### src/rtl/fifo_reader_pkg.sv
`default_nettype none
// ============================================================================
// Module  : fifo_reader_pkg
// Brief   : Shared types and sizing helpers for the fifo_reader block.
// Revision: 1.0 - initial release
// ============================================================================
package fifo_reader_pkg;

   localparam int DATA_W_DFLT = 8;
   localparam int COUNT_W     = 16;

   typedef enum logic [1:0] {
      IDLE  = 2'd0,
      RUN   = 2'd1,
      DRAIN = 2'd2
   } state_e;

   // A depth of 1 still needs a one-bit pointer.
   function automatic int ptr_width(input int depth);
      return (depth > 1) ? $clog2(depth) : 1;
   endfunction

   function automatic int occ_width(input int depth);
      return $clog2(depth + 1);
   endfunction

endpackage
`default_nettype wire

### src/rtl/fifo_reader_skid_buf.sv
`default_nettype none
// ============================================================================
// Module  : skid_buf
// Brief   : Circular output buffer with occupancy count; head word on data_o.
// Revision: 1.0 - initial release
// ============================================================================
module skid_buf
   import fifo_reader_pkg::*;
#(
   parameter int DATA_W = DATA_W_DFLT,
   parameter int DEPTH  = 2,
   parameter int OCC_W  = occ_width(DEPTH)
) (
   input  logic              clk,
   input  logic              rst,
   input  logic              push_i,
   input  logic [DATA_W-1:0] push_data_i,
   input  logic              pop_i,
   output logic              valid_o,
   output logic [DATA_W-1:0] data_o,
   output logic [OCC_W-1:0]  occ_o
);

   localparam int PTR_W = ptr_width(DEPTH);

   logic [DATA_W-1:0] mem_q [DEPTH];
   logic [PTR_W-1:0]  wr_ptr_q;
   logic [PTR_W-1:0]  rd_ptr_q;
   logic [OCC_W-1:0]  occ_q;
   logic              pop_ok;

   // Pointers wrap explicitly so non-power-of-two depths work.
   function automatic logic [PTR_W-1:0] next_ptr(input logic [PTR_W-1:0] p);
      return (p == PTR_W'(DEPTH - 1)) ? '0 : p + PTR_W'(1);
   endfunction

   assign pop_ok  = pop_i && valid_o;
   assign valid_o = (occ_q != '0);
   assign data_o  = mem_q[rd_ptr_q];
   assign occ_o   = occ_q;

   always_ff @(posedge clk) begin
      if (rst) begin
         wr_ptr_q <= '0;
         rd_ptr_q <= '0;
         occ_q    <= '0;
      end else begin
         if (push_i) begin
            wr_ptr_q <= next_ptr(wr_ptr_q);
         end
         if (pop_ok) begin
            rd_ptr_q <= next_ptr(rd_ptr_q);
         end
         if (push_i && !pop_ok) begin
            occ_q <= occ_q + OCC_W'(1);
         end else if (!push_i && pop_ok) begin
            occ_q <= occ_q - OCC_W'(1);
         end
      end
   end

   always_ff @(posedge clk) begin
      if (push_i && !rst) begin
         mem_q[wr_ptr_q] <= push_data_i;
      end
   end

   a_no_overflow: assert property (@(posedge clk) disable iff (rst)
      push_i |-> (occ_q != OCC_W'(DEPTH)));

   a_stall_stable: assert property (@(posedge clk) disable iff (rst)
      (valid_o && !pop_i) |=> $stable(data_o));

endmodule
`default_nettype wire

### src/rtl/fifo_reader.sv
`default_nettype none
// ============================================================================
// Module  : fifo_reader
// Brief   : Credit-based reader draining a 1-cycle-latency fifo into a skid
//           buffer with a valid/ready output and a delivered-word counter.
// Revision: 1.0 - initial release
// ============================================================================
module fifo_reader
   import fifo_reader_pkg::*;
#(
   parameter int DATA_W     = DATA_W_DFLT,
   parameter int SKID_DEPTH = 2
) (
   input  logic               clk,
   input  logic               rst,
   input  logic               in_enable,
   input  logic               in_fifo_empty,
   input  logic [DATA_W-1:0]  in_fifo_data,
   output logic               out_fifo_read,
   output logic               out_valid,
   output logic [DATA_W-1:0]  out_data,
   input  logic               in_ready,
   output logic               out_busy,
   output logic [COUNT_W-1:0] out_count
);

   localparam int OCC_W = occ_width(SKID_DEPTH);

   state_e             state_q;
   logic               inflight_q;
   logic [COUNT_W-1:0] count_q;
   logic [COUNT_W-1:0] count_d;
   logic [OCC_W-1:0]   w_occ;
   logic               w_credit_ok;
   logic               w_xfer;

   // A read is only issued when a slot is guaranteed for the returning word.
   assign w_credit_ok   = (int'(w_occ) + int'(inflight_q)) < SKID_DEPTH;
   assign out_fifo_read = (state_q == RUN) && !in_fifo_empty && w_credit_ok;
   assign w_xfer        = out_valid && in_ready;
   assign count_d       = w_xfer ? count_q + COUNT_W'(1) : count_q;
   assign out_count     = count_q;
   assign out_busy      = (state_q != IDLE) || (w_occ != '0) || inflight_q;

   always_ff @(posedge clk) begin
      if (rst) begin
         state_q <= IDLE;
      end else begin
         case (state_q)
            IDLE: begin
               if (in_enable) state_q <= RUN;
            end
            RUN: begin
               if (!in_enable) state_q <= DRAIN;
            end
            DRAIN: begin
               if (in_enable) begin
                  state_q <= RUN;
               end else if ((w_occ == '0) && !inflight_q) begin
                  state_q <= IDLE;
               end
            end
            default: state_q <= IDLE;
         endcase
      end
   end

   always_ff @(posedge clk) begin
      if (rst) begin
         inflight_q <= 1'b0;
         count_q    <= '0;
      end else begin
         inflight_q <= out_fifo_read;
         count_q    <= count_d;
      end
   end

   skid_buf #(
      .DATA_W (DATA_W),
      .DEPTH  (SKID_DEPTH),
      .OCC_W  (OCC_W)
   ) u_skid (
      .clk         (clk),
      .rst         (rst),
      .push_i      (inflight_q),
      .push_data_i (in_fifo_data),
      .pop_i       (in_ready),
      .valid_o     (out_valid),
      .data_o      (out_data),
      .occ_o       (w_occ)
   );

   a_no_read_empty: assert property (@(posedge clk)
      in_fifo_empty |-> !out_fifo_read);

endmodule
`default_nettype wire

### config.mk
export PLATFORM = sky130hd
export DESIGN_NAME = fifo_reader
export DESIGN_NICKNAME = d
export VERILOG_FILES = /design/src/rtl/fifo_reader_pkg.sv /design/src/rtl/fifo_reader_skid_buf.sv /design/src/rtl/fifo_reader.sv
export SDC_FILE = /design/constraint.sdc
export NUM_CORES = 1
export LEC_CHECK = 0
export CAP_MARGIN = 10
export CELL_PAD_IN_SITES_DETAIL_PLACEMENT = 0
export CELL_PAD_IN_SITES_GLOBAL_PLACEMENT = 1
export CORE_MARGIN = 2
export CORE_UTILIZATION = 37
export CTS_BUF_LIST = sky130_fd_sc_hd__clkbuf_4 sky130_fd_sc_hd__clkbuf_8 sky130_fd_sc_hd__clkbuf_16
export CTS_CLUSTER_SIZE = 16
export DETAILED_ROUTE_END_ITERATION = 16
export PLACE_DENSITY_LB_ADDON = 0.1
export SYNTH_ARGS = -nofsm -noshare
export SYNTH_HDL_FRONTEND = slang
export SYNTH_HIERARCHICAL = 1
export SYNTH_SLANG_ARGS = --single-unit
### constraint.sdc
create_clock -name clk -period 1.9 [get_ports clk]
set_clock_uncertainty 0.1 [all_clocks]
set_input_delay 0.38 -clock clk [delete_from_list [all_inputs] [get_ports clk]]
set_output_delay 0.38 -clock clk [all_outputs]
set_load 0.05 [all_outputs]
==> impl_metrics.json, run 1 <==
{
  "critPathLaunchType": "register",
  "path_class": "register to output pin",
  "final_nets": 208,
  "ctsHoldBuffers": 0,
  "rsz0062_at_grt": "yes",
  "cp_slowest_cell": "or3_4",
  "crit_chain": "or3_4, or3_4, buf_6",
  "drt_iter0_markers": 55,
  "fp.dieArea_sq_um": 4910,
  "syn_area_per_cell_sq_um": 11.7,
  "syn-num-nets": 153,
  "drc": 0,
  "clkLatencyLatePin_ns": 0.30,
  "final_hold_viol_count": 0,
  "synth.distinct_cells": 34,
  "worst_ep_arrival_time_ns": 1.52,
  "netlist_area_sq_um": 1610,
  "min_period_ns": 2.00,
  "maxCapViolations": 0,
  "worst_pin_slew_ns": 0.371,
  "cp_common_cell": "or3_4",
  "hpwl_mm": 2.50,
  "synth.ff_latch_count": 40,
  "layout_commonest_cell": "buf_4",
  "clkPwrFrac_pct": 28.0,
  "placed_area_sq_um": 2130,
  "finalCritPeriodShare_pct": 105,
  "fin_tns_setup_ns": -0.0953,
  "layout_common_cells": "buf_4, edfxtp_1, dfxtp_1",
  "maxSlewViolCount": 0,
  "pwr-share-seq_pct": 41.0,
  "clk_pin_slew_ns": 0.07,
  "fin_util_pct": 53.3,
  "p_switching_mw": 0.785,
  "power_density_nw_per_um2": 1090,
  "crit_path_end_kind": "output pin",
  "antenna_found_initial": 0,
  "power_leakage_nw": 0.854,
  "final_cell_area_sq_um": 2270,
  "port_buffers": 39,
  "power_mw": 2.47,
  "ir_drop_v": 0.000622,
  "crit_buf_inv": 1,
  "outcome": "finished with violations",
  "relSlewSlack_pct": 75.3,
  "first_global_vias": 1328,
  "ys_seq_area_share_pct": 59.5,
  "violations": "setup timing",
  "swShare_pct": 31.8,
  "initial_core_util_pct": 37.9,
  "dp_slack_ns": -0.244,
  "place_congestion": 0.769,
  "grt_pass1_wl_mm": 6.02,
  "clock-sinks": 40,
  "dr.pass1.iters": 4,
  "fmax_ghz": 0.501,
  "routedWlPerCell_um": 14.4,
  "cp_slowest_stage_delay_ns": 0.38,
  "die_x_um": 70.0,
  "antennaDiodeCount": 0,
  "core_region_area_sq_um": 4260,
  "setup-violations-final": 1,
  "worstPathMaxFanout": 2,
  "die-height_um": 70.0,
  "grt-ovfl-total": 0,
  "vias_per_cell": 4.99,
  "ant_nets": 0,
  "vias": 1228,
  "cts-root-buf": "clkbuf_8",
  "clock_path_buffers": 2,
  "netlist_instances": 138,
  "grt_max_degree": 14,
  "layout_setup_ws_ns": -0.0953,
  "ios": 40,
  "numCtsBuffers": 5,
  "pwr-share-comb_pct": 31.0,
  "cts_tree": "done",
  "layout-drive-gt1-share_pct": 38.7,
  "yosysWarnings": 6,
  "areaGrowthSynthToFinish_pct": 40.8,
  "num_rows": 24,
  "grt_use_total_pct": 15.8,
  "cts_max_level": 2,
  "intPower_mw": 1.68,
  "routed_wirelength_mm": 3.54,
  "hold_path.class": "register to register",
  "crit_family": "simple AND/OR/NAND/NOR gates",
  "cp.required_ns": 1.42
}
-- per-layer routing --
metal | track usage [%] | routed length, um | vias to the layer above | share of wire [%]
li1 | - | - | 611 | -
met1 | 18.6 | 1600 | 585 | 45
met2 | 26.6 | 1720 | 27 | 49
met3 | 5.63 | 172 | 5 | 4.9
met4 | 5.77 | 53 | 0 | 1.5
met5 | 0 | 0 | - | 0
-- area by class of cell --
| class | count | area (sq um) |
|---|---|---|
| fillers | 389 | 1990 |
| clock buffers | 5 | 68.8 |
| clock inverters | 3 | 42.5 |
| multi-input cells | 93 | 672 |
| repair buffers | 51 | 442 |
| well taps | 52 | 65.1 |
| flip-flops and latches | 40 | 975 |
| inverters | 2 | 7.51 |
-- repair_timing --
| action | 4_1_cts | 5_1_grt |
|---|---|---|
| resized for setup | 5 | 3 |
| pin swaps | 0 | 1 |
| setup endpoints to repair | 9 | 3 |
| buffers inserted | 1 | 0 |
-- per-stage QoR --
stage,hold WS [ns],cells
6_report,0.395,246
5_1_grt,0.432,246
4_1_cts,0.391,246
3_5_place_dp,0.375,237
3_3_place_gp,0.362,237
2_1_floorplan,0.341,138
-- kinds of logic after synthesis --
kind of cell / count (synthesis) / synth area share (%)
XOR/XNOR: 14 / 7.60
multiplexers: 8 / 5.58
adder cells (fa/ha/maj): 2 / 1.55
AND/OR/NAND/NOR: 52 / 18.4
AO/OA/AOI/OAI: 17 / 6.12
flip-flops: 40 / 59.5
buffers and inverters: 5 / 1.24
-- path summary, 6_finish.rpt --
path,start,endpoint,slack [ns],depth (start not counted)
setup reg to reg,u_skid/occ_o[0],out_count[13],0.07,6
hold reg to reg,state_q[0],state_q[0],0.39,1
hold / removal,state_q[0],state_q[0],0.39,1
setup / recovery,u_skid/occ_o[0],out_busy,-0.1,3
-- synth_stat cells --
cell / number / area (sq um)
nand2_2: 1 / 6.26
or2_4: 1 / 8.76
o31ai_1: 2 / 15.0
or2_2: 1 / 6.26
nand3_1: 6 / 30.0
and4_1: 2 / 17.5
and3b_1: 1 / 8.76
nor3b_1: 1 / 7.51
a211oi_1: 2 / 15.0
a21oi_1: 7 / 35.0
inv_1: 2 / 7.51
nor2b_1: 1 / 6.26
clkbuf_1: 1 / 3.75
nand2b_1: 1 / 6.26
a2111oi_0: 1 / 8.76
buf_2: 1 / 5.00
nand3b_1: 1 / 7.51
mux2_2: 8 / 90.1
nand4_2: 1 / 12.5
buf_1: 1 / 3.75
dfxtp_1: 24 / 480
or3_2: 1 / 7.51
nor4_1: 2 / 12.5
nand2_1: 5 / 18.8
xor2_1: 11 / 96.3
nor2_1: 14 / 52.6
or3_1: 5 / 31.3
o21ai_0: 5 / 25.0
and4_2: 1 / 10.0
or4_1: 2 / 15.0
nand4_1: 5 / 31.3
xnor2_1: 3 / 26.3
edfxtp_1: 16 / 480
ha_1: 2 / 25.0
-- registers in the layout, indices dropped and copies added, names as in the netlist, named ones only --
| name | count |
|---|---|
| state_q | 2 |
| u_skid/wr_ptr_q | 1 |
| out_count | 16 |
| inflight_q | 1 |
| u_skid/mem_q | 16 |
| u_skid/occ_o | 2 |
| u_skid/rd_ptr_q | 1 |
-- power by group through the flow --
stage | sequential (mW) | clock, mW | combinational [mW]
after floorplan | 1.04 | 0 | 0.439
after global placement | 1.03 | 0 | 0.702
after detailed placement | 1.03 | 0 | 0.706
after CTS | 1.01 | 0.711 | 0.758
after global routing | 1.02 | 0.753 | 0.816
final | 1.01 | 0.692 | 0.764
Note: power is estimated with default switching activity, not from simulation.
==> run 2: changes to the inputs <==
SKIP_CTS_REPAIR_TIMING = 1   (was default)
==> impl_metrics.json, run 2 (synthesis gave the netlist of run 1 again) <==
{
  "outcome": "finished with violations",
  "violations": "setup timing",
  "relSlewSlack_pct": 75.2,
  "cts-root-buf": "clkbuf_8",
  "layout_setup_ws_ns": -0.106,
  "cp_slowest_cell": "or3_4",
  "hold_path.class": "register to register",
  "drt_iter0_markers": 54,
  "core_region_area_sq_um": 4260,
  "ios": 40,
  "critPathLaunchType": "register",
  "initial_core_util_pct": 37.9,
  "cts_max_level": 2,
  "dr.pass1.iters": 4,
  "fp.dieArea_sq_um": 4910,
  "setup-violations-final": 1,
  "antenna_found_initial": 0,
  "final_hold_viol_count": 0,
  "vias_per_cell": 4.98,
  "placed_area_sq_um": 2130,
  "num_rows": 24,
  "grt_max_degree": 14,
  "final_cell_area_sq_um": 2270,
  "fin_cells": 247,
  "grt-ovfl-total": 0,
  "die_x_um": 70.0,
  "maxCapViolations": 0,
  "areaGrowthSynthToFinish_pct": 40.9,
  "layout_commonest_cell": "buf_4",
  "worst_ep_arrival_time_ns": 1.53,
  "fin_tns_setup_ns": -0.106,
  "clock_path_buffers": 2,
  "cp_common_cell": "or3_4",
  "worst_pin_slew_ns": 0.372,
  "crit_buf_inv": 1,
  "crit_chain": "or3_4, or3_4, buf_6",
  "crit_path_end_kind": "output pin",
  "port_buffers": 39,
  "layout-drive-gt1-share_pct": 38.5,
  "routedWlPerCell_um": 14.1,
  "fmax_ghz": 0.498,
  "place_congestion": 0.769,
  "maxSlewViolCount": 0,
  "cp_slowest_stage_delay_ns": 0.39,
  "min_period_ns": 2.01,
  "finalCritPeriodShare_pct": 106,
  "power_density_nw_per_um2": 1090,
  "final_nets": 209,
  "dpl.cell_count": 237,
  "fin_util_pct": 53.3,
  "grt_pass1_wl_mm": 5.96,
  "ir_drop_v": 0.000634,
  "rsz0062_at_grt": "yes",
  "dp_slack_ns": -0.244,
  "drc": 0,
  "clock-sinks": 40,
  "clk_pin_slew_ns": 0.08,
  "first_global_vias": 1306,
  "vias": 1231,
  "crit_family": "simple AND/OR/NAND/NOR gates",
  "ant_nets": 0,
  "numCtsBuffers": 5,
  "cp.required_ns": 1.42,
  "power_leakage_nw": 0.859,
  "path_class": "register to output pin",
  "layout_common_cells": "buf_4, edfxtp_1, dfxtp_1",
  "worstPathMaxFanout": 3,
  "antennaDiodeCount": 0,
  "clkLatencyLatePin_ns": 0.29,
  "cts_tree": "done",
  "routed_wirelength_mm": 3.49,
  "hpwl_mm": 2.50,
  "grt_use_total_pct": 15.6,
  "die-height_um": 70.0
}
-- run 2: per-layer routing --
layer | GRT usage, % | vias to the layer above | share of wire [%]
met3 | 5.63 | 5 | 5.0
met4 | 5.77 | 0 | 1.5
met5 | 0 | - | 0
li1 | - | 617 | -
met2 | 25.8 | 29 | 47
met1 | 18.5 | 580 | 46
-- run 2: final cells by class --
type,count,area (sq um)
Multi-Input combinational cell,93,667
Clock inverter,3,42.5
Fill cell,391,1990
Clock buffer,5,68.8
Tap cell,52,65.1
Sequential cell,40,975
Timing Repair Buffer,52,449
Inverter,2,7.51
-- run 2: where the power goes --
| group | internal, mW | total, mW | switching (mW) |
|---|---|---|---|
| Sequential | 0.949 | 1.01 | 0.0651 |
| Clock | 0.389 | 0.691 | 0.303 |
| Combinational | 0.354 | 0.775 | 0.421 |
-- run 2: worst reg2reg max path: stages, from the launching register on --
cell	delay [ns]
dfxtp_4	0.36
buf_4	0.10
or2_4	0.10
and4_4	0.23
nand2_2	0.11
or4_1	0.55
a21oi_1	0.18
-- run 2: final timing paths --
| kind | from | slack, ns | cells after the start | endpoint |
|---|---|---|---|---|
| hold / removal | state_q[0] | 0.39 | 1 | state_q[0] |
| setup reg to reg | u_skid/occ_o[0] | 0.11 | 6 | out_count[13] |
| hold reg to reg | state_q[0] | 0.39 | 1 | state_q[0] |
| setup / recovery | u_skid/occ_o[0] | -0.11 | 3 | out_busy |
-- run 2: metrics by stage --
step	power (mW)	hold WS (ns)
2_1_floorplan	1.47	0.341
3_3_place_gp	1.73	0.362
3_5_place_dp	1.74	0.375
4_1_cts	2.44	0.391
5_1_grt	2.60	0.432
6_report	2.48	0.395
==> run 3: changes to the inputs <==
MAX_ROUTING_LAYER = met4   (was default)
RECOVER_POWER = 100   (was default)
==> impl_metrics.json, run 3 (synthesis gave the netlist of run 1 again) <==
{
  "grt_pass1_wl_mm": 5.97,
  "clkPwrFrac_pct": 28.1,
  "clock-sinks": 40,
  "cp_slowest_stage_delay_ns": 0.39,
  "ir_drop_v": 0.000633,
  "rr_startpoint": "u_skid/occ_o[0]",
  "cp_common_cell": "or3_4",
  "routedWlPerCell_um": 14.2,
  "antennaDiodeCount": 0,
  "hold_path.class": "register to register",
  "areaGrowthSynthToFinish_pct": 36.4,
  "finalCritPeriodShare_pct": 106,
  "outcome": "finished with violations",
  "place_congestion": 0.780,
  "grt_use_total_pct": 16.0,
  "dp_slack_ns": -0.244,
  "crit_chain": "or3_4, or3_4, buf_6",
  "critPathLaunchType": "register",
  "hold_depth": 1,
  "port_buffers": 39,
  "power_leakage_nw": 0.784,
  "first_global_vias": 1300,
  "holdWs_ns": 0.395,
  "cts_tree": "done",
  "swShare_pct": 32.0,
  "die-height_um": 70.0,
  "clk_pin_slew_ns": 0.08,
  "drt_iter0_markers": 55,
  "dpl.cell_count": 237,
  "vias": 1222,
  "layout_setup_ws_ns": -0.106,
  "min_period_ns": 2.01,
  "cts-root-buf": "clkbuf_8",
  "min_to": "state_q[0]",
  "setup-violations-final": 1,
  "rsz0062_at_grt": "yes",
  "antenna_found_initial": 0,
  "pwr-share-comb_pct": 30.8,
  "grt_max_degree": 14,
  "layout-drive-gt1-share_pct": 28.7,
  "fmax_ghz": 0.499,
  "fp.dieArea_sq_um": 4910,
  "cp_slowest_cell": "or3_4",
  "power_density_nw_per_um2": 1120,
  "final_cell_area_sq_um": 2200,
  "worst_pin_slew_ns": 0.624,
  "rr_endpoint": "out_count[13]",
  "power_mw": 2.47,
  "routed_wirelength_mm": 3.51,
  "dr.pass1.iters": 4,
  "cts_max_level": 2,
  "drc": 0,
  "clock_path_buffers": 2,
  "path_class": "register to output pin",
  "cp.required_ns": 1.42,
  "worst_ep_arrival_time_ns": 1.53,
  "initial_core_util_pct": 37.9,
  "core_region_area_sq_um": 4260,
  "reg2reg_slack_ns": 0.04,
  "fin_cells": 247,
  "ant_nets": 0,
  "relSlewSlack_pct": 58.4,
  "num_rows": 24,
  "intPower_mw": 1.68,
  "maxSlewViolCount": 0,
  "clkLatencyLatePin_ns": 0.30,
  "layout_common_cells": "buf_4, clkbuf_1, edfxtp_1",
  "crit_path_end_kind": "output pin",
  "ios": 40,
  "die_x_um": 70.0,
  "hpwl_mm": 2.50,
  "pwr-share-seq_pct": 41.1,
  "r2r_cells": 6,
  "hold_start": "state_q[0]",
  "placed_area_sq_um": 2130,
  "p_switching_mw": 0.791,
  "grt-ovfl-total": 0,
  "maxCapViolations": 0,
  "final_hold_viol_count": 0,
  "vias_per_cell": 4.95,
  "final_nets": 209,
  "numCtsBuffers": 5,
  "violations": "setup timing",
  "worstPathMaxFanout": 3
}
[run 3: final cells by class]
type | count | area [sq um]
Clock buffer | 5 | 68.8
Clock inverter | 3 | 42.5
Fill cell | 415 | 2060
Inverter | 2 | 7.51
Multi-Input combinational cell | 93 | 664
Sequential cell | 40 | 975
Tap cell | 52 | 65.1
Timing Repair Buffer | 52 | 379
[run 3: worst max path at each step]
| stage | slack, ns | to | startpoint | cells past startpoint |
|---|---|---|---|---|
| floorplan | 0.0007 | out_count[15] | out_count[1] | 4 |
| global placement | -0.14 | out_count[15] | in_ready | 5 |
| detailed placement | -0.24 | out_count[13] | in_ready | 5 |
| CTS | -0.17 | out_busy | u_skid/occ_o[0] | 3 |
| global route | -0.14 | out_busy | u_skid/occ_o[0] | 3 |
| finish | -0.11 | out_busy | u_skid/occ_o[0] | 3 |
[run 3: per-layer routing]
layer,GRT usage [%],routed length (um),up-vias
li1,-,-,614
met1,18.6,1630,576
met2,25.8,1670,27
met3,5.48,159,5
met4,5.77,55,0
met5,-,0,-
[run 3: critical path: cells and delay by family (launching register included)]
kind / cells / cell delay (ns)
and+or+nand+nor: 2 / 0.72
DFF: 1 / 0.35
buffers and inverters: 1 / 0.16
[run 3: stage by stage]
stage / util [%] / setup TNS (ns)
2_1_floorplan: - / 0
3_3_place_gp: 49.9 / -0.613
3_5_place_dp: 49.9 / -1.05
4_1_cts: 52.5 / -0.319
5_1_grt: 51.6 / -0.200
6_report: 51.6 / -0.106
[run 3: power by group through the flow]
stage | registers, mW | clock network [mW] | logic, mW
after floorplan | 1.04 | 0 | 0.439
after global placement | 1.03 | 0 | 0.702
after detailed placement | 1.03 | 0 | 0.706
after CTS | 1.02 | 0.711 | 0.710
after global routing | 1.02 | 0.752 | 0.814
final | 1.01 | 0.693 | 0.761
